**config.mk**
```make
export PLATFORM = sky130hd
export DESIGN_NAME = dxl_status_rx
export DESIGN_NICKNAME = d
export VERILOG_FILES = /design/src/rtl/dxl_pkg.sv /design/src/rtl/dxl_uart_rx_byte.sv /design/src/rtl/dxl_status_rx.sv
export SDC_FILE = /design/constraint.sdc
export NUM_CORES = 1
export LEC_CHECK = 0
export BUFFER_PORTS_ARGS = -buffer_cell sky130_fd_sc_hd__buf_2
export CAP_MARGIN = 40
export CELL_PAD_IN_SITES_DETAIL_PLACEMENT = 1
export CELL_PAD_IN_SITES_GLOBAL_PLACEMENT = 2
export CORE_MARGIN = 4
export CORE_UTILIZATION = 34
export DETAILED_ROUTE_END_ITERATION = 8
export PLACE_DENSITY_LB_ADDON = 0.1
export SLEW_MARGIN = 0
export SYNTH_ARGS = -nofsm -noshare
export SYNTH_HDL_FRONTEND = slang
export SYNTH_SLANG_ARGS = --single-unit
```
**constraint.sdc**
```tcl
create_clock -name clk -period 2.85 [get_ports clk]
set_input_delay 0.855 -clock clk [delete_from_list [all_inputs] [get_ports clk]]
set_output_delay 0.855 -clock clk [all_outputs]
set_load 0.02 [all_outputs]
```
**src/rtl/dxl_pkg.sv**
```systemverilog
// Shared constants, parser state encoding and checksum helper for the
// Dynamixel protocol-1.0 status receiver.
package dxl_pkg;

    localparam logic [7:0] DXL_HDR = 8'hFF;

    typedef enum logic [2:0] {
        IDLE,
        HDR1,
        HDR2,
        ID,
        LEN,
        ERR,
        PARAM,
        CSUM
    } dxl_rx_state_t;

    // Protocol-1.0 checksum: one's complement of the byte sum of ID..last param.
    function automatic logic [7:0] dxl_checksum(input logic [7:0] sum);
        return ~sum;
    endfunction

endpackage

```
**src/rtl/dxl_uart_rx_byte.sv**
```systemverilog
// 8N1 UART byte receiver: 2-FF synchroniser, glitch-checked start detect,
// mid-bit sampling, one-cycle byte / frame-error strobes.
module dxl_uart_rx_byte #(
    parameter int CLK_HZ = 50_000_000,
    parameter int BAUD   = 1_000_000
) (
    input  logic       clk,
    input  logic       reset,
    input  logic       rxd,
    output logic [7:0] byte_data,
    output logic       byte_valid,
    output logic       frame_err
);

    localparam int BIT_CYC = CLK_HZ / BAUD;
    localparam int CW      = $clog2(BIT_CYC);
    localparam logic [CW-1:0] BIT_LAST  = CW'(BIT_CYC - 1);
    localparam logic [CW-1:0] HALF_LAST = CW'(BIT_CYC / 2 - 1);

    typedef enum logic [1:0] {U_IDLE, U_START, U_DATA, U_STOP} uart_state_t;

    uart_state_t   ust_q, ust_n;
    logic [1:0]    sync_q;
    logic          prev_q;
    logic [CW-1:0] cnt_q, cnt_n;
    logic [2:0]    bit_q, bit_n;
    logic [7:0]    shift_q, shift_n;
    logic          valid_q, valid_n;
    logic          ferr_q, ferr_n;
    logic          rxd_s;

    assign rxd_s = sync_q[1];

    always_ff @(posedge clk) begin
        // NOTE: sequential state uses non-blocking assignments so every register samples pre-edge values.
        if (reset) begin
            sync_q  <= 2'b11;
            prev_q  <= 1'b1;
            ust_q   <= U_IDLE;
            cnt_q   <= '0;
            bit_q   <= '0;
            shift_q <= '0;
            valid_q <= 1'b0;
            ferr_q  <= 1'b0;
        end else begin
            sync_q  <= {sync_q[0], rxd};
            prev_q  <= rxd_s;
            ust_q   <= ust_n;
            cnt_q   <= cnt_n;
            bit_q   <= bit_n;
            shift_q <= shift_n;
            valid_q <= valid_n;
            ferr_q  <= ferr_n;
        end
    end

    always_comb begin
        // NOTE: every combinational output gets a default first, so no path can infer a latch.
        ust_n   = ust_q;
        cnt_n   = cnt_q;
        bit_n   = bit_q;
        shift_n = shift_q;
        valid_n = 1'b0;
        ferr_n  = 1'b0;
        case (ust_q)
            U_IDLE: begin
                if (prev_q && !rxd_s) begin
                    ust_n = U_START;
                    cnt_n = HALF_LAST;
                end
            end
            U_START: begin
                if (cnt_q != '0) begin
                    cnt_n = cnt_q - 1'b1;
                end else if (rxd_s) begin
                    ust_n = U_IDLE;
                end else begin
                    ust_n = U_DATA;
                    cnt_n = BIT_LAST;
                    bit_n = '0;
                end
            end
            U_DATA: begin
                if (cnt_q != '0) begin
                    cnt_n = cnt_q - 1'b1;
                end else begin
                    shift_n = {rxd_s, shift_q[7:1]};
                    cnt_n   = BIT_LAST;
                    bit_n   = bit_q + 3'd1;
                    if (bit_q == 3'd7) ust_n = U_STOP;
                end
            end
            U_STOP: begin
                if (cnt_q != '0) begin
                    cnt_n = cnt_q - 1'b1;
                end else begin
                    ust_n   = U_IDLE;
                    valid_n = rxd_s;
                    ferr_n  = !rxd_s;
                end
            end
            default: ust_n = U_IDLE;
        endcase
    end

    assign byte_data  = shift_q;
    assign byte_valid = valid_q;
    assign frame_err  = ferr_q;

endmodule

```
**src/rtl/dxl_status_rx.sv**
```systemverilog
// Dynamixel protocol-1.0 status-packet receiver: parses FF FF ID LEN ERR P.. CSUM
// after arm. Optional event counters enabled by DXL_STATUS_RX_STATS_EN.
module dxl_status_rx
    import dxl_pkg::*;
#(
    parameter int CLK_HZ      = 50_000_000,
    parameter int BAUD        = 1_000_000,
    parameter int MAX_PARAMS  = 4,
    parameter int TIMEOUT_CYC = 50_000
) (
    input  logic        clk,
    input  logic        reset,
    input  logic        rxd,
    input  logic        arm,
    output logic        busy,
    output logic        pkt_valid,
    output logic        crc_fail,
    output logic        timeout,
    output logic        frame_err,
    output logic [7:0]  pkt_id,
    output logic [7:0]  pkt_err,
    output logic [2:0]  pkt_nparam,
    output logic [31:0] pkt_params,
    output logic [15:0] stat_good,
    output logic [15:0] stat_bad
);

    localparam int TW = $clog2(TIMEOUT_CYC + 1);
    localparam logic [TW-1:0] TMR_INIT = TW'(TIMEOUT_CYC);
    localparam logic [7:0]    LEN_MAX  = 8'(MAX_PARAMS + 2);

    logic [7:0]    rx_byte;
    logic          rx_valid, rx_ferr;
    dxl_rx_state_t state_q, state_n;
    logic [TW-1:0] tmr_q;
    logic [7:0]    id_q, err_q, sum_q;
    logic [2:0]    nparam_q, idx_q;
    logic [31:0]   scratch_q;
    logic          take, len_ok, good, crc_bad, expire, ld_timer;
    logic          pkt_valid_q, crc_fail_q, timeout_q, frame_err_q;

    dxl_uart_rx_byte #(.CLK_HZ(CLK_HZ), .BAUD(BAUD)) u_rx (
        .clk        (clk),
        .reset      (reset),
        .rxd        (rxd),
        .byte_data  (rx_byte),
        .byte_valid (rx_valid),
        .frame_err  (rx_ferr)
    );

    assign busy   = (state_q != IDLE);
    assign take   = rx_valid && !arm && busy;
    assign len_ok = (rx_byte >= 8'd2) && (rx_byte <= LEN_MAX);

    always_ff @(posedge clk) begin
        if (reset) state_q <= IDLE;
        else       state_q <= state_n;
    end

    always_comb begin
        state_n  = state_q;
        ld_timer = 1'b0;
        good     = 1'b0;
        crc_bad  = 1'b0;
        expire   = 1'b0;
        if (arm) begin
            state_n  = HDR1;
            ld_timer = 1'b1;
        end else if (busy) begin
            if (rx_ferr) begin
                state_n = HDR1;
            end else if (rx_valid) begin
                case (state_q)
                    HDR1:  state_n = (rx_byte == DXL_HDR) ? HDR2 : HDR1;
                    HDR2:  state_n = (rx_byte == DXL_HDR) ? ID : HDR1;
                    ID:    if (rx_byte != DXL_HDR) state_n = LEN;
                    LEN:   state_n = len_ok ? ERR : HDR1;
                    ERR:   state_n = (nparam_q != '0) ? PARAM : CSUM;
                    PARAM: if (idx_q + 3'd1 == nparam_q) state_n = CSUM;
                    CSUM: begin
                        good    = (rx_byte == dxl_checksum(sum_q));
                        crc_bad = !good;
                        state_n = IDLE;
                    end
                    default: state_n = IDLE;
                endcase
            end
            // A finishing packet takes precedence over a coincident expiry.
            if (tmr_q == TW'(1) && !good && !crc_bad) begin
                expire  = 1'b1;
                state_n = IDLE;
            end
        end
    end

    always_ff @(posedge clk) begin
        // NOTE: the parameter scratch buffer is reset like any other register so a fresh part never exposes stale bytes.
        if (reset) begin
            tmr_q       <= '0;
            id_q        <= '0;
            err_q       <= '0;
            sum_q       <= '0;
            nparam_q    <= '0;
            idx_q       <= '0;
            scratch_q   <= '0;
            pkt_valid_q <= 1'b0;
            crc_fail_q  <= 1'b0;
            timeout_q   <= 1'b0;
            frame_err_q <= 1'b0;
            pkt_id      <= '0;
            pkt_err     <= '0;
            pkt_nparam  <= '0;
            pkt_params  <= '0;
        end else begin
            pkt_valid_q <= good;
            crc_fail_q  <= crc_bad;
            timeout_q   <= expire;
            frame_err_q <= rx_ferr;

            if (ld_timer)                  tmr_q <= TMR_INIT;
            else if (busy && tmr_q != '0)  tmr_q <= tmr_q - 1'b1;

            if (take) begin
                case (state_q)
                    ID: if (rx_byte != DXL_HDR) begin
                        id_q  <= rx_byte;
                        sum_q <= rx_byte;
                    end
                    LEN: begin
                        nparam_q  <= 3'(rx_byte - 8'd2);
                        sum_q     <= sum_q + rx_byte;
                        idx_q     <= '0;
                        scratch_q <= '0;
                    end
                    ERR: begin
                        err_q <= rx_byte;
                        sum_q <= sum_q + rx_byte;
                    end
                    PARAM: begin
                        scratch_q[{idx_q[1:0], 3'b000} +: 8] <= rx_byte;
                        idx_q <= idx_q + 3'd1;
                        sum_q <= sum_q + rx_byte;
                    end
                    default: ;
                endcase
            end

            if (good) begin
                pkt_id     <= id_q;
                pkt_err    <= err_q;
                pkt_nparam <= nparam_q;
                pkt_params <= scratch_q;
            end
        end
    end

    assign pkt_valid = pkt_valid_q;
    assign crc_fail  = crc_fail_q;
    assign timeout   = timeout_q;
    assign frame_err = frame_err_q;

`ifdef DXL_STATUS_RX_STATS_EN
    logic [15:0] good_cnt_q, bad_cnt_q;
    logic        bad_evt;

    // Bad = checksum, rejected length, timeout, or framing error while a packet is expected.
    assign bad_evt = crc_bad | expire | (take && state_q == LEN && !len_ok) | (rx_ferr && busy);

    always_ff @(posedge clk) begin
        if (reset) begin
            good_cnt_q <= '0;
            bad_cnt_q  <= '0;
        end else begin
            if (good && good_cnt_q != 16'hFFFF)   good_cnt_q <= good_cnt_q + 16'd1;
            if (bad_evt && bad_cnt_q != 16'hFFFF) bad_cnt_q  <= bad_cnt_q + 16'd1;
        end
    end

    assign stat_good = good_cnt_q;
    assign stat_bad  = bad_cnt_q;
`else
    assign stat_good = '0;
    assign stat_bad  = '0;
`endif

endmodule

```
* Yosys cells after proc, flatten, opt, wreduce, memory -nomap -nowiden
Index checks and enable logic that the tools add are counted.
** Word-level totals
- Logic and storage cells :: 160
- Register bits :: 160
- Input port bits :: 4
- Output and inout port bits :: 88
** Operators by class
- Magnitude comparators :: 2
- Bitwise operators :: 4
- Equality and inequality tests :: 29
- Add/subtract/negate cells :: 7
- Reductions and logical operators :: 40
- Mux-type cells :: 50
- Shift-type cells :: 2
** Operators by type and width (number)
- $pmux 32 s2 :: 1
- $bwmux 32 :: 1
- $mux 16 :: 2
- $shift 8x7->32 const A :: 1
- $shiftx 8x7->32 :: 1
- $mux 6 :: 5
- $mux 3 :: 9
- $pmux 6 s4 :: 1
- $pmux 3 s6 :: 1
- $mux 1 :: 17
- $eq 16x1->1 const B :: 1
- $mux 2 :: 8
- $pmux 8 s2 :: 1
- $reduce_bool 16->1 :: 1
- $sub 16x1->16 const B :: 1
- $eq 3x3->1 const B :: 5
- $pmux 3 s2 :: 2
- $reduce_and 4->1 :: 3
- $ne 2x2->1 const B :: 5
- $ne 5x4->1 const B :: 2
- $reduce_bool 2->1 :: 5
- $reduce_and 3->1 :: 3
- $reduce_bool 3->1 :: 3
- $reduce_or 3->1 :: 3
- other kinds (30) :: 52

* Depth between registers and ports, before layout
Gate-level depths: netlist (run 1).
- Depth in word-level cells :: 13
- Depth in mapped cells :: 9

* Modules after synthesis
From an unflattened synthesis (run 1), not the netlist that was laid out.
** Second synthesis, totals
- Cell total of the unflattened synthesis :: 854
- Area total of the unflattened synthesis :: 7277.0 um^2
** Modules (own cells, without submodules)
- dxl_status_rx :: instances 1, sequential area each 2722.6 um^2, area an instance 6085.8 um^2, cells an instance 731
- dxl_uart_rx_byte :: instances 1, sequential area each 480.5 um^2, area an instance 1191.1 um^2, cells an instance 123

* Worst setup path before layout (run 1)
No wires, ideal clock.
- Kind :: reg2reg
- Start point :: reg idx_q[0]
- End point :: reg state_q[2]
- Stages on the path, launching flop included :: 10
- Setup slack :: 0.545 ns
- Library setup time :: 0.117 ns
- Buffers on the path :: 1
- Required time :: 2.733 ns
- Data arrival time :: 2.188 ns
- Cells stage by stage :: dfxtp_1 -> clkbuf_1 -> inv_1 -> ha_1 -> xnor2_1 -> a31oi_1 -> nor3b_1 -> o31ai_1 -> nor4_1 -> a32o_1
** On the way
- Cells in the longest elaborated chain, start to end :: 4
** Ends and longest elaborated chain
- from (decl) :: line dxl_status_rx.sv:37 : logic [2:0] nparam_q, idx_q;
- from (signal assigned) :: line dxl_status_rx.sv:141 : idx_q <= idx_q + 3'd1;
- $add 3x1->3 :: line dxl_status_rx.sv:79 : PARAM: if (idx_q + 3'd1 == nparam_q) state_n = CSUM;
- $eq 3x3->1 :: line dxl_status_rx.sv:79
- $ne 4x3->1 (no source line)
- $reduce_and 4->1 (no source line)
- to (signal assigned) :: line dxl_status_rx.sv:57 : else state_q <= state_n;
- to (decl) :: line dxl_status_rx.sv:34 : dxl_rx_state_t state_q, state_n;
No other way between the ends.
A chain may end at the register's enable or synchronous reset.

* Worst setup path after layout (run 1)
Same ends and word-level chain as after synthesis.

==> reports/qor.txt, run 1 <==
OUTCOME
------------------------------------------------------------------------------------------
Run status                                                                    finished, final reports clean

TIMING
------------------------------------------------------------------------------------------
Number of max-slew violations in the final report                                        0
Final Critical Period                                                              2.59 ns
WHS                                                                               0.410 ns
Number of failing setup endpoints in the final timing report                             0
Total negative slack                                                                  0 ns
Hold Vio Cnt, Final                                                                      0
Relative slew slack                                                                  0.511
Worst slew pin tran                                                               0.729 ns
Slack of the critical path                                                        0.258 ns
Portion of the clock cycle consumed by the worst path in the final layout            0.909
RSZ-0062 raised after global routing                                                    no
Max Clock Freq                                                                   0.386 GHz
Largest clock skew in the final design                                          0.00950 ns

PLACE
------------------------------------------------------------------------------------------
Pre-CTS worst setup slack                                                         0.276 ns
Number of cells in the design after placement                                         1167
Port Buffers                                                                            59
Routability cong.                                                                    0.815
Post-detail-place hpwl                                                            13900 um

CTS
------------------------------------------------------------------------------------------
Count of instances resized after the clock tree is built                                 0
Buffer type at the clock tree root                                            sky130_fd_sc_hd__clkbuf_16
Sinks on Clock Net                                                                     160
Cts hold-fix bufs                                                                        0
# Post-CTS Setup Buffers                                                                 0
TritonCTS Buffers                                                                       17
Clock latency on the worst-skew pair                                               0.43 ns
Clock edge transition at the registers on the reported setup and hold paths        0.06 ns
H-tree depth                                                                             4
Clock tree from TritonCTS                                                              yes
Maximum number of buffers from clock root to sink                                        2

POWER
------------------------------------------------------------------------------------------
Leakage power                                                                      3.10 nW
Internal Dissipation                                                               3.76 mW
Reported net switching power                                                       1.17 mW
Sw Share                                                                             0.237
Share of total power in sequential cells                                             0.466
Largest vdd supply drop                                                           0.401 mV
Pwr/cell area                                                                  599 mW/mm^2
Total power after layout                                                           4.93 mW
Clock share of power                                                                 0.466
Comb power frac                                                                      0.068

SYNTH
------------------------------------------------------------------------------------------
Number of synthesized flops with an enable pin                                           0
Post-synthesis sequential area ratio                                                 0.448
Cell area after synthesis                                                     0.00715 mm^2
Leading cell types by total area after synthesis                              sky130_fd_sc_hd__dfxtp_1, sky130_fd_sc_hd__nand2_1, sky130_fd_sc_hd__a21oi_1
Synthesized instance count                                                             864
Mean instance size in the synthesized netlist                                    8.28 um^2
Most used flip-flop cell after synthesis                                      sky130_fd_sc_hd__dfxtp_1
Biggest area consumer among synthesized cells                                 sky130_fd_sc_hd__dfxtp_1
Share of the synthesized area in the top cell type                                   0.448
Count of yosys warnings during synthesis                                                 0
Distinct cells, synth                                                                   71
Count of state elements after synthesis                                                160
Share of synthesized flip-flops with an asynchronous set or reset                        0

CRITICAL PATH
------------------------------------------------------------------------------------------
Cell with the biggest individual delay on the critical path                   sky130_fd_sc_hd__dfxtp_1
Critical Path AT                                                                   2.91 ns
Startpoint-to-endpoint class of the critical path                                  reg2reg
CP endpoint kind                                                                 flip-flop
Startpoint class of the critical path                                            flip-flop
Crit-path leading delay family                                                compound AO/OA/AOI/OAI gates
Ordered list of cells on the worst path                                       inv_1 > ha_1 > xnor2_1 > a31oi_1 > nor3b_1 > o31ai_1 > nor4_1 > a32o_1
Bufs and invs on worst path                                                              1
Slowest stage delay, CP                                                            0.59 ns
Worst EP required                                                                  3.17 ns
Max Fanout on Critical Path                                                             11

GRT
------------------------------------------------------------------------------------------
Maximum number of pins on one net before global-route repair                            52
Total routing resource utilization after global routing                              0.169
First-pass GRT wire length                                                        32500 um
Via count of the first global-routing pass                                            6312
Number of antenna violations at the first check in global routing                        0
Total global routing overflow                                                            0

ROUTING
------------------------------------------------------------------------------------------
Detailed-router iteration count before antenna repair                                    4
Wirelength, routed                                                                19600 um
Initial drt markers                                                                    227
Wire length per cell after detailed routing                                        16.3 um
Total number of vias                                                                  6026
Number of nets with antenna violations after detailed routing                            0
DRC Markers                                                                              0
Post-detailed-route via-to-cell ratio                                                 5.03

FLOORPLANNING
------------------------------------------------------------------------------------------
Number of rows in the core area                                                         52
Starting utilization of the core area                                                0.349
# IOs                                                                                   92
Core box area                                                                  0.0205 mm^2
Die outline height                                                                  153 um
Die boundary width                                                                  153 um
Die area                                                                       0.0234 mm^2

CELLS AND AREA
------------------------------------------------------------------------------------------
Fraction of layout instances using a drive strength above 1                          0.143
Fill cell total of the finished layout                                                2442
Number of nets in the layout                                                           944
Area added between synthesis and finish                                              15.1%
Most common cell after layout, fill and taps aside                            sky130_fd_sc_hd__dfxtp_1
Finished Layout Cells                                                                 1197
Diodes inserted                                                                          0
Highest-count cells in the layout ignoring fill and taps                      sky130_fd_sc_hd__dfxtp_1, sky130_fd_sc_hd__nand2_1, sky130_fd_sc_hd__a21oi_1

FLOW RUN
------------------------------------------------------------------------------------------
MaxCap Viol Count                                                                        0

HOLD PATH
------------------------------------------------------------------------------------------
Hold/Removal Path Class                                                            reg2reg

metal layers:
layer	routed length [um]	global-route usage
met1	8990	0.211
met2	9830	0.298
met3	605	0.0305
met4	132	0.0496
met5	0	0
worst register-to-register path: stages (launching register included):
cell and delay, ns:
sky130_fd_sc_hd__dfxtp_1 0.59, sky130_fd_sc_hd__inv_1 0.14, sky130_fd_sc_hd__ha_1 0.42, sky130_fd_sc_hd__xnor2_1 0.16
sky130_fd_sc_hd__a31oi_1 0.27, sky130_fd_sc_hd__nor3b_1 0.10, sky130_fd_sc_hd__o31ai_1 0.47, sky130_fd_sc_hd__nor4_1 0.10
sky130_fd_sc_hd__a32o_1 0.24
worst paths after layout:
check / startpoint / endpoint / slack, ns / cells past startpoint
max: idx_q[0]$_SDFFE_PP0P_ / state_q[2]$_SDFFE_PP0P_ / 0.26 / 8
min: u_rx.sync_q[0]$_SDFF_PP1_ / u_rx.sync_q[1]$_SDFF_PP1_ / 0.41 / 1
max reg2reg: idx_q[0]$_SDFFE_PP0P_ / state_q[2]$_SDFFE_PP0P_ / 0.26 / 8
min reg2reg: u_rx.sync_q[0]$_SDFF_PP1_ / u_rx.sync_q[1]$_SDFF_PP1_ / 0.41 / 1
through the flow:
stage | util | cell area (um^2)
floorplan | - | 7270
global placement | 0.373 | 7640
detailed placement | 0.373 | 7640
CTS | 0.402 | 8230
global route | 0.402 | 8240
finish | 0.402 | 8240
flip-flops by register name, indices dropped and copies added (netlist names), 2 cells and up, named ones only:
name and flops:
err_q 8, id_q 8, idx_q 3, nparam_q 3
pkt_err 8, pkt_id 8, pkt_nparam 3, pkt_params 32
scratch_q 32, state_q 3, sum_q 8, tmr_q 16
u_rx.bit_q 3, u_rx.byte_data 8, u_rx.cnt_q 6, u_rx.sync_q 2
cell usage after synthesis (all sizes together) (4+ instances only):
cell type / n
a211oi: 7
a21oi: 104
a22oi: 24
buf: 44
clkbuf: 33
dfxtp: 160
ha: 23
inv: 21
mux2i: 18
nand2: 148
nand3: 28
nand4: 6
nor2: 103
nor2b: 4
nor3: 24
nor3b: 5
nor4: 7
o21ai: 25
or2: 6
or3: 6
or4: 4
xnor2: 8
xor2: 12
cell type report:
cell class | instances | area, um^2 | share of cell area
flip-flops and latches | 160 | 3200 | 0.389
inverters | 21 | 78.8 | 0.00957
well taps | 270 | 338 | 0.0410
multi-input cells | 637 | 3570 | 0.433
clock buffers | 21 | 450 | 0.0547
clock inverters | 9 | 135 | 0.0164
repair buffers | 79 | 460 | 0.0559
power by group through the flow:
stage / logic, mW / registers, mW / clock network [mW]
finish: 0.333 / 2.30 / 2.30
global route: 0.378 / 2.30 / 2.48
floorplan: 0.300 / 2.34 / 0
CTS: 0.335 / 2.30 / 2.38
global placement: 0.326 / 2.35 / 0
detailed placement: 0.334 / 2.35 / 0
cells by family (layout without fill, tap and decap cells):
logic type               after synthesis  count (layout)  synth area share
AO/OA/AOI/OAI                        186             186             0.154
XOR/XNOR                              21              21            0.0276
adder cells (fa/ha/maj)               24              24            0.0430
buffers and inverters                 98             130            0.0710
flip-flops                           160             160             0.448
multiplexers                          18              18            0.0252
other                                  1              32          0.000524
AND/OR/NAND/NOR                      356             356             0.230
Note: power is estimated with default switching activity, not from simulation.
==> inputs of run 2 (changes only) <==
- CORE_ASPECT_RATIO: unset -> 1.1
- RECOVER_POWER: unset -> 25
==> reports/qor.txt, run 2 (synthesis results as in run 1) <==
FLOW RUN
------------------------------------------------------------------------------------------
MaxCap Viol Count                                                                        1   +1

FLOORPLANNING
------------------------------------------------------------------------------------------
Core box area                                                                  0.0206 mm^2   +0.73%
Die area                                                                       0.0234 mm^2   about the same
Die boundary width                                                                  146 um   -4.4%
Die outline height                                                                  160 um   +4.6%
# IOs                                                                                   92   unchanged
Number of rows in the core area                                                         55   +5.8%
Starting utilization of the core area                                                0.346   -0.00254

CELLS AND AREA
------------------------------------------------------------------------------------------
Highest-count cells in the layout ignoring fill and taps                      sky130_fd_sc_hd__dfxtp_1, sky130_fd_sc_hd__nand2_1, sky130_fd_sc_hd__a21oi_1
Diodes inserted                                                                          0   unchanged
Largest regs                                                                  pkt_params: 32 flops, scratch_q: 32 flops, tmr_q: 16 flops
Fraction of layout instances using a drive strength above 1                         0.0928   -0.0507
Area added between synthesis and finish                                              13.7%
Number of nets in the layout                                                           942   -0.21%
Most common cell after layout, fill and taps aside                            sky130_fd_sc_hd__dfxtp_1
Finished Layout Cells                                                                 1183   -1.2%

TIMING
------------------------------------------------------------------------------------------
Hold Vio Cnt, Final                                                                      0   unchanged
Slack of the critical path                                                        0.129 ns   -0.129 ns
Largest clock skew in the final design                                           0.0112 ns   +0.00170 ns
Portion of the clock cycle consumed by the worst path in the final layout            0.955   +0.0454
WHS                                                                               0.412 ns   +0.00255 ns
Number of max-slew violations in the final report                                      102   +102
Total negative slack                                                                  0 ns   unchanged
RSZ-0062 raised after global routing                                                    no
Max Clock Freq                                                                   0.367 GHz   -4.8%
Final Critical Period                                                              2.72 ns   +0.129 ns
Worst slew pin tran                                                                2.07 ns   +1.34 ns
Relative slew slack                                                                 -0.378   -0.889
Number of failing setup endpoints in the final timing report                             0   unchanged

GRT
------------------------------------------------------------------------------------------
Number of antenna violations at the first check in global routing                        0   unchanged
First-pass GRT wire length                                                        32800 um   +0.81%
Via count of the first global-routing pass                                            6372   +0.95%
Total routing resource utilization after global routing                              0.170   +0.00140
Total global routing overflow                                                            0   unchanged
Maximum number of pins on one net before global-route repair                           102   +96%

CTS
------------------------------------------------------------------------------------------
# Post-CTS Setup Buffers                                                                 0   unchanged
TritonCTS Buffers                                                                       17   unchanged
Maximum number of buffers from clock root to sink                                        2   unchanged
Count of instances resized after the clock tree is built                                 0   unchanged
Clock edge transition at the registers on the reported setup and hold paths        0.07 ns   about the same
Sinks on Clock Net                                                                     160   unchanged
H-tree depth                                                                             4   unchanged
Clock latency on the worst-skew pair                                               0.44 ns   about the same
Buffer type at the clock tree root                                            sky130_fd_sc_hd__clkbuf_16
Clock tree from TritonCTS                                                              yes
Cts hold-fix bufs                                                                        0   unchanged

PLACE
------------------------------------------------------------------------------------------
Pre-CTS worst setup slack                                                         0.257 ns   -0.0186 ns
Port Buffers                                                                            59   unchanged
Post-detail-place hpwl                                                            13600 um   -1.6%
Routability cong.                                                                    0.807   -1.0%
Number of cells in the design after placement                                         1151   -1.4%

OUTCOME
------------------------------------------------------------------------------------------
Failing checks                                                                capacitance limit, slew limit
Run status                                                                    finished, violations left

ROUTING
------------------------------------------------------------------------------------------
Post-detailed-route via-to-cell ratio                                                 5.10   +1.4%
Initial drt markers                                                                    207   -8.8%
Number of nets with antenna violations after detailed routing                            0   unchanged
Detailed-router iteration count before antenna repair                                    4   unchanged
Total number of vias                                                                  6036   +0.17%
DRC Markers                                                                              0   unchanged
Wirelength, routed                                                                19700 um   +0.86%
Wire length per cell after detailed routing                                        16.7 um   +2.1%

CRITICAL PATH
------------------------------------------------------------------------------------------
Critical Path AT                                                                   1.87 ns   -1.04 ns
CP endpoint kind                                                              primary output
Worst-case reg-to-reg path depth                                                         8   unchanged
Ordered list of cells on the worst path                                       nor3_1 > inv_1 > buf_2
Max Fanout on Critical Path                                                             17   +6
Worst EP required                                                                  2.00 ns   -1.17 ns
Startpoint-to-endpoint class of the critical path                                  reg2out
Slowest stage delay, CP                                                            0.47 ns   -0.12 ns
Cell with the biggest individual delay on the critical path                   sky130_fd_sc_hd__dfxtp_1
Startpoint class of the critical path                                            flip-flop

HOLD PATH
------------------------------------------------------------------------------------------
Number of cells on the worst hold path                                                   1   unchanged
Hold/Removal Path Class                                                            reg2reg

POWER
------------------------------------------------------------------------------------------
Total power after layout                                                           4.91 mW   -0.48%
Pwr/cell area                                                                  604 mW/mm^2   +0.79%
Leakage power                                                                      2.88 nW   -6.9%
Largest vdd supply drop                                                           0.429 mV   +7.0%

[run 2: cell count changes in the layout (fill, tap and decap cells not counted), sizes merged]
cell      delta
clkinvlp     -2
inv          +8
clkinv       +3
clkbuf      +45
bufinv       -3
buf         -51
[run 2: worst paths after layout]
path                                   from  slack, ns                         to
setup / recovery    state_q[2]$_SDFFE_PP0P_       0.13                       busy
hold reg to reg   u_rx.sync_q[0]$_SDFF_PP1_       0.41  u_rx.sync_q[1]$_SDFF_PP1_
hold / removal    u_rx.sync_q[0]$_SDFF_PP1_       0.41  u_rx.sync_q[1]$_SDFF_PP1_
setup reg to reg      idx_q[0]$_SDFFE_PP0P_       0.23    state_q[2]$_SDFFE_PP0P_
[run 2: per-stage QoR]
| stage | instance area (um^2) | utilization |
|---|---|---|
| floorplan | 7270 | - |
| global placement | 7620 | 0.369 |
| detailed placement | 7620 | 0.369 |
| CTS | 8210 | 0.398 |
| global route | 8130 | 0.394 |
| finish | 8130 | 0.394 |
[run 2: report_power, final]
part | total [mW] | switching, mW | internal, mW
logic | 0.334 | 0.230 | 0.104
registers | 2.30 | 0.0363 | 2.26
clock network | 2.28 | 1.10 | 1.18
[run 2: layout make-up]
type                    count  area, um^2
fillers                  2503       12500
multi-input cells         637        3560
clock buffers              17         425
well taps                 256         320
repair buffers             77         380
inverters                  21        78.8
clock inverters            15         160
flip-flops and latches    160        3200
[run 2: worst max-delay path: cells and delay by family (launching register included)]
| family | cells | cell delay, ns |
|---|---|---|
| and+or+nand+nor | 1 | 0.46 |
| buffers and inverters | 2 | 0.50 |
| DFF | 1 | 0.47 |
[run 2: layer usage]
layer  vias to the layer above  GRT usage  share of wire
li1                       2998          -              -
met1                      2944      0.207           0.44
met2                        80      0.308           0.52
met3                        14     0.0312          0.029
met4                         0     0.0453          0.012
met5                         -          0              0
==> inputs of run 3 (changes only) <==
==> constraint.sdc (replaced) <==
create_clock -name clk -period 2.85 [get_ports clk]
set_input_delay 0.855 -clock clk [delete_from_list [all_inputs] [get_ports clk]]
set_output_delay 0.855 -clock clk [all_outputs]
set_load 0.1 [all_outputs]
==> reports/qor.txt, run 3 (synthesis results as in run 1) <==
OUTCOME
------------------------------------------------------------------------------------------
Run status                                                                    finished, final reports clean

FLOW RUN
------------------------------------------------------------------------------------------
MaxCap Viol Count                                                                        0   -1

ROUTING
------------------------------------------------------------------------------------------
Initial drt markers                                                                    214   +3.4%
Wire length per cell after detailed routing                                        16.2 um   -3.0%
Detailed-router iteration count before antenna repair                                    4   unchanged
Post-detailed-route via-to-cell ratio                                                 5.13   +0.46%
DRC Markers                                                                              0   unchanged
Wirelength, routed                                                                19100 um   -3.0%
Number of nets with antenna violations after detailed routing                            0   unchanged
Total number of vias                                                                  6064   +0.46%

TIMING
------------------------------------------------------------------------------------------
Number of failing setup endpoints in the final timing report                             0   unchanged
Final Critical Period                                                              2.62 ns   -0.105 ns
Portion of the clock cycle consumed by the worst path in the final layout            0.918   -0.0367
Worst slew pin tran                                                                1.22 ns   -0.848 ns
Relative slew slack                                                                  0.187   +0.565
Max Clock Freq                                                                   0.382 GHz   +4.0%
Largest clock skew in the final design                                           0.0113 ns   +0.000112 ns
Number of max-slew violations in the final report                                        0   -100%
RSZ-0062 raised after global routing                                                    no
Total negative slack                                                                  0 ns   unchanged
Hold Vio Cnt, Final                                                                      0   unchanged

GRT
------------------------------------------------------------------------------------------
Total global routing overflow                                                            0   unchanged
Total routing resource utilization after global routing                              0.167   -0.00351
Via count of the first global-routing pass                                            6359   -0.20%
First-pass GRT wire length                                                        32300 um   -1.3%
Number of antenna violations at the first check in global routing                        0   unchanged
Maximum number of pins on one net before global-route repair                           105   +2.9%

CRITICAL PATH
------------------------------------------------------------------------------------------
Reg-to-reg setup timing slack                                                      0.30 ns   +0.07 ns
Startpoint class of the critical path                                            flip-flop
Max Fanout on Critical Path                                                             11   -6
Worst-case reg-to-reg path depth                                                         6   -2
Startpoint-to-endpoint class of the critical path                                  reg2out
Critical Path AT                                                                   1.76 ns   -0.11 ns
CP endpoint kind                                                              primary output
Worst EP required                                                                  2.00 ns   about the same

CTS
------------------------------------------------------------------------------------------
Count of instances resized after the clock tree is built                                 0   unchanged
TritonCTS Buffers                                                                       17   unchanged
H-tree depth                                                                             4   unchanged
Cts hold-fix bufs                                                                        0   unchanged
Sinks on Clock Net                                                                     160   unchanged
# Post-CTS Setup Buffers                                                                 0   unchanged
Maximum number of buffers from clock root to sink                                        2   unchanged
Clock edge transition at the registers on the reported setup and hold paths        0.07 ns   about the same
Clock latency on the worst-skew pair                                               0.42 ns   -0.02 ns
Clock tree from TritonCTS                                                              yes
Buffer type at the clock tree root                                            sky130_fd_sc_hd__clkbuf_16

FLOORPLANNING
------------------------------------------------------------------------------------------
Die outline height                                                                  160 um   unchanged
Die boundary width                                                                  146 um   unchanged
Die area                                                                       0.0234 mm^2   unchanged
Number of rows in the core area                                                         55   unchanged
Core box area                                                                  0.0206 mm^2   unchanged
Starting utilization of the core area                                                0.346   unchanged
# IOs                                                                                   92   unchanged

POWER
------------------------------------------------------------------------------------------
Leakage power                                                                      2.92 nW   +1.2%
Largest vdd supply drop                                                           0.392 mV   -8.5%
Pwr/cell area                                                                  618 mW/mm^2   +2.3%

HOLD PATH
------------------------------------------------------------------------------------------
Hold/Removal Path Class                                                            reg2reg
Number of cells on the worst hold path                                                   1   unchanged

CELLS AND AREA
------------------------------------------------------------------------------------------
Fill cell total of the finished layout                                                2475   -1.1%
Highest-count cells in the layout ignoring fill and taps                      sky130_fd_sc_hd__dfxtp_1, sky130_fd_sc_hd__nand2_1, sky130_fd_sc_hd__a21oi_1
Number of nets in the layout                                                           942   unchanged
Post-route cell area                                                          0.00813 mm^2   unchanged
Sequential cell area in the final layout                                      0.00320 mm^2   about the same
Area added between synthesis and finish                                              13.7%   unchanged
Most common cell after layout, fill and taps aside                            sky130_fd_sc_hd__dfxtp_1
Area of the multi-input gates                                                 0.00355 mm^2   -0.32%
Diodes inserted                                                                          0   unchanged
Fraction of layout instances using a drive strength above 1                          0.105   +0.0119
Largest regs                                                                  pkt_params: 32 flops, scratch_q: 32 flops, tmr_q: 16 flops

PLACE
------------------------------------------------------------------------------------------
Port Buffers                                                                            59   unchanged
Placement-stage cell area                                                     0.00762 mm^2   unchanged
Routability cong.                                                                    0.828   +2.6%
Post-detail-place hpwl                                                            13400 um   -1.6%

## run 3: cell types whose count changed in the layout (fill, tap and decap cells not counted), moves of 2 or more
cell | previous run | this run
sky130_fd_sc_hd__clkinvlp_4 | 1 | 4
sky130_fd_sc_hd__buf_2 | 11 | 24
sky130_fd_sc_hd__clkbuf_1 | 48 | 37
sky130_fd_sc_hd__clkinv_8 | 2 | 0
sky130_fd_sc_hd__clkbuf_8 | 0 | 2
sky130_fd_sc_hd__inv_8 | 6 | 1
## run 3: metal layers
metal	up-vias	share of wire	track usage
li1	3004	-	-
met3	27	0.023	0.0292
met1	2956	0.45	0.201
met5	-	0	0
met4	0	0.018	0.0535
met2	77	0.51	0.301
## run 3: where the power goes
| group | internal (mW) | leakage, nW | switching [mW] |
|---|---|---|---|
| combinational | 0.101 | 1.36 | 0.381 |
| sequential | 2.26 | 1.29 | 0.0356 |
| clock | 1.27 | 0.272 | 0.975 |
| total | 3.63 | 2.92 | 1.39 |
## run 3: critical path, stage by stage, from the launching register on
cell and delay [ns]:
sky130_fd_sc_hd__dfxtp_1 0.53, sky130_fd_sc_hd__nor3_2 0.11, sky130_fd_sc_hd__inv_1 0.21, sky130_fd_sc_hd__buf_2 0.48
## run 3: metrics by stage
stage	power [mW]	hold WS, ns	instances	worst slack (ns)	util
after floorplan	2.79	0.389	895	0.514	-
after global placement	2.83	0.399	1151	0.393	0.369
after detailed placement	2.84	0.399	1151	0.218	0.369
after CTS	5.11	0.415	1183	0.0483	0.397
after global routing	5.25	0.433	1183	0.114	0.394
final	5.02	0.413	1183	0.233	0.394
## run 3: cell type report
type                    instances  area share
repair buffers                 77      0.0486
clock inverters                12      0.0152
inverters                      21     0.00969
multi-input cells             637       0.437
well taps                     256      0.0394
flip-flops and latches        160       0.394
clock buffers                  20      0.0562
## run 3: final timing paths
path / startpoint / end
setup / recovery: state_q[0]$_SDFFE_PP0P_ / busy
hold / removal: u_rx.sync_q[0]$_SDFF_PP1_ / u_rx.sync_q[1]$_SDFF_PP1_
hold reg to reg: u_rx.sync_q[0]$_SDFF_PP1_ / u_rx.sync_q[1]$_SDFF_PP1_
setup reg to reg: tmr_q[10]$_SDFFE_PP0P_ / tmr_q[5]$_SDFFE_PP0P_
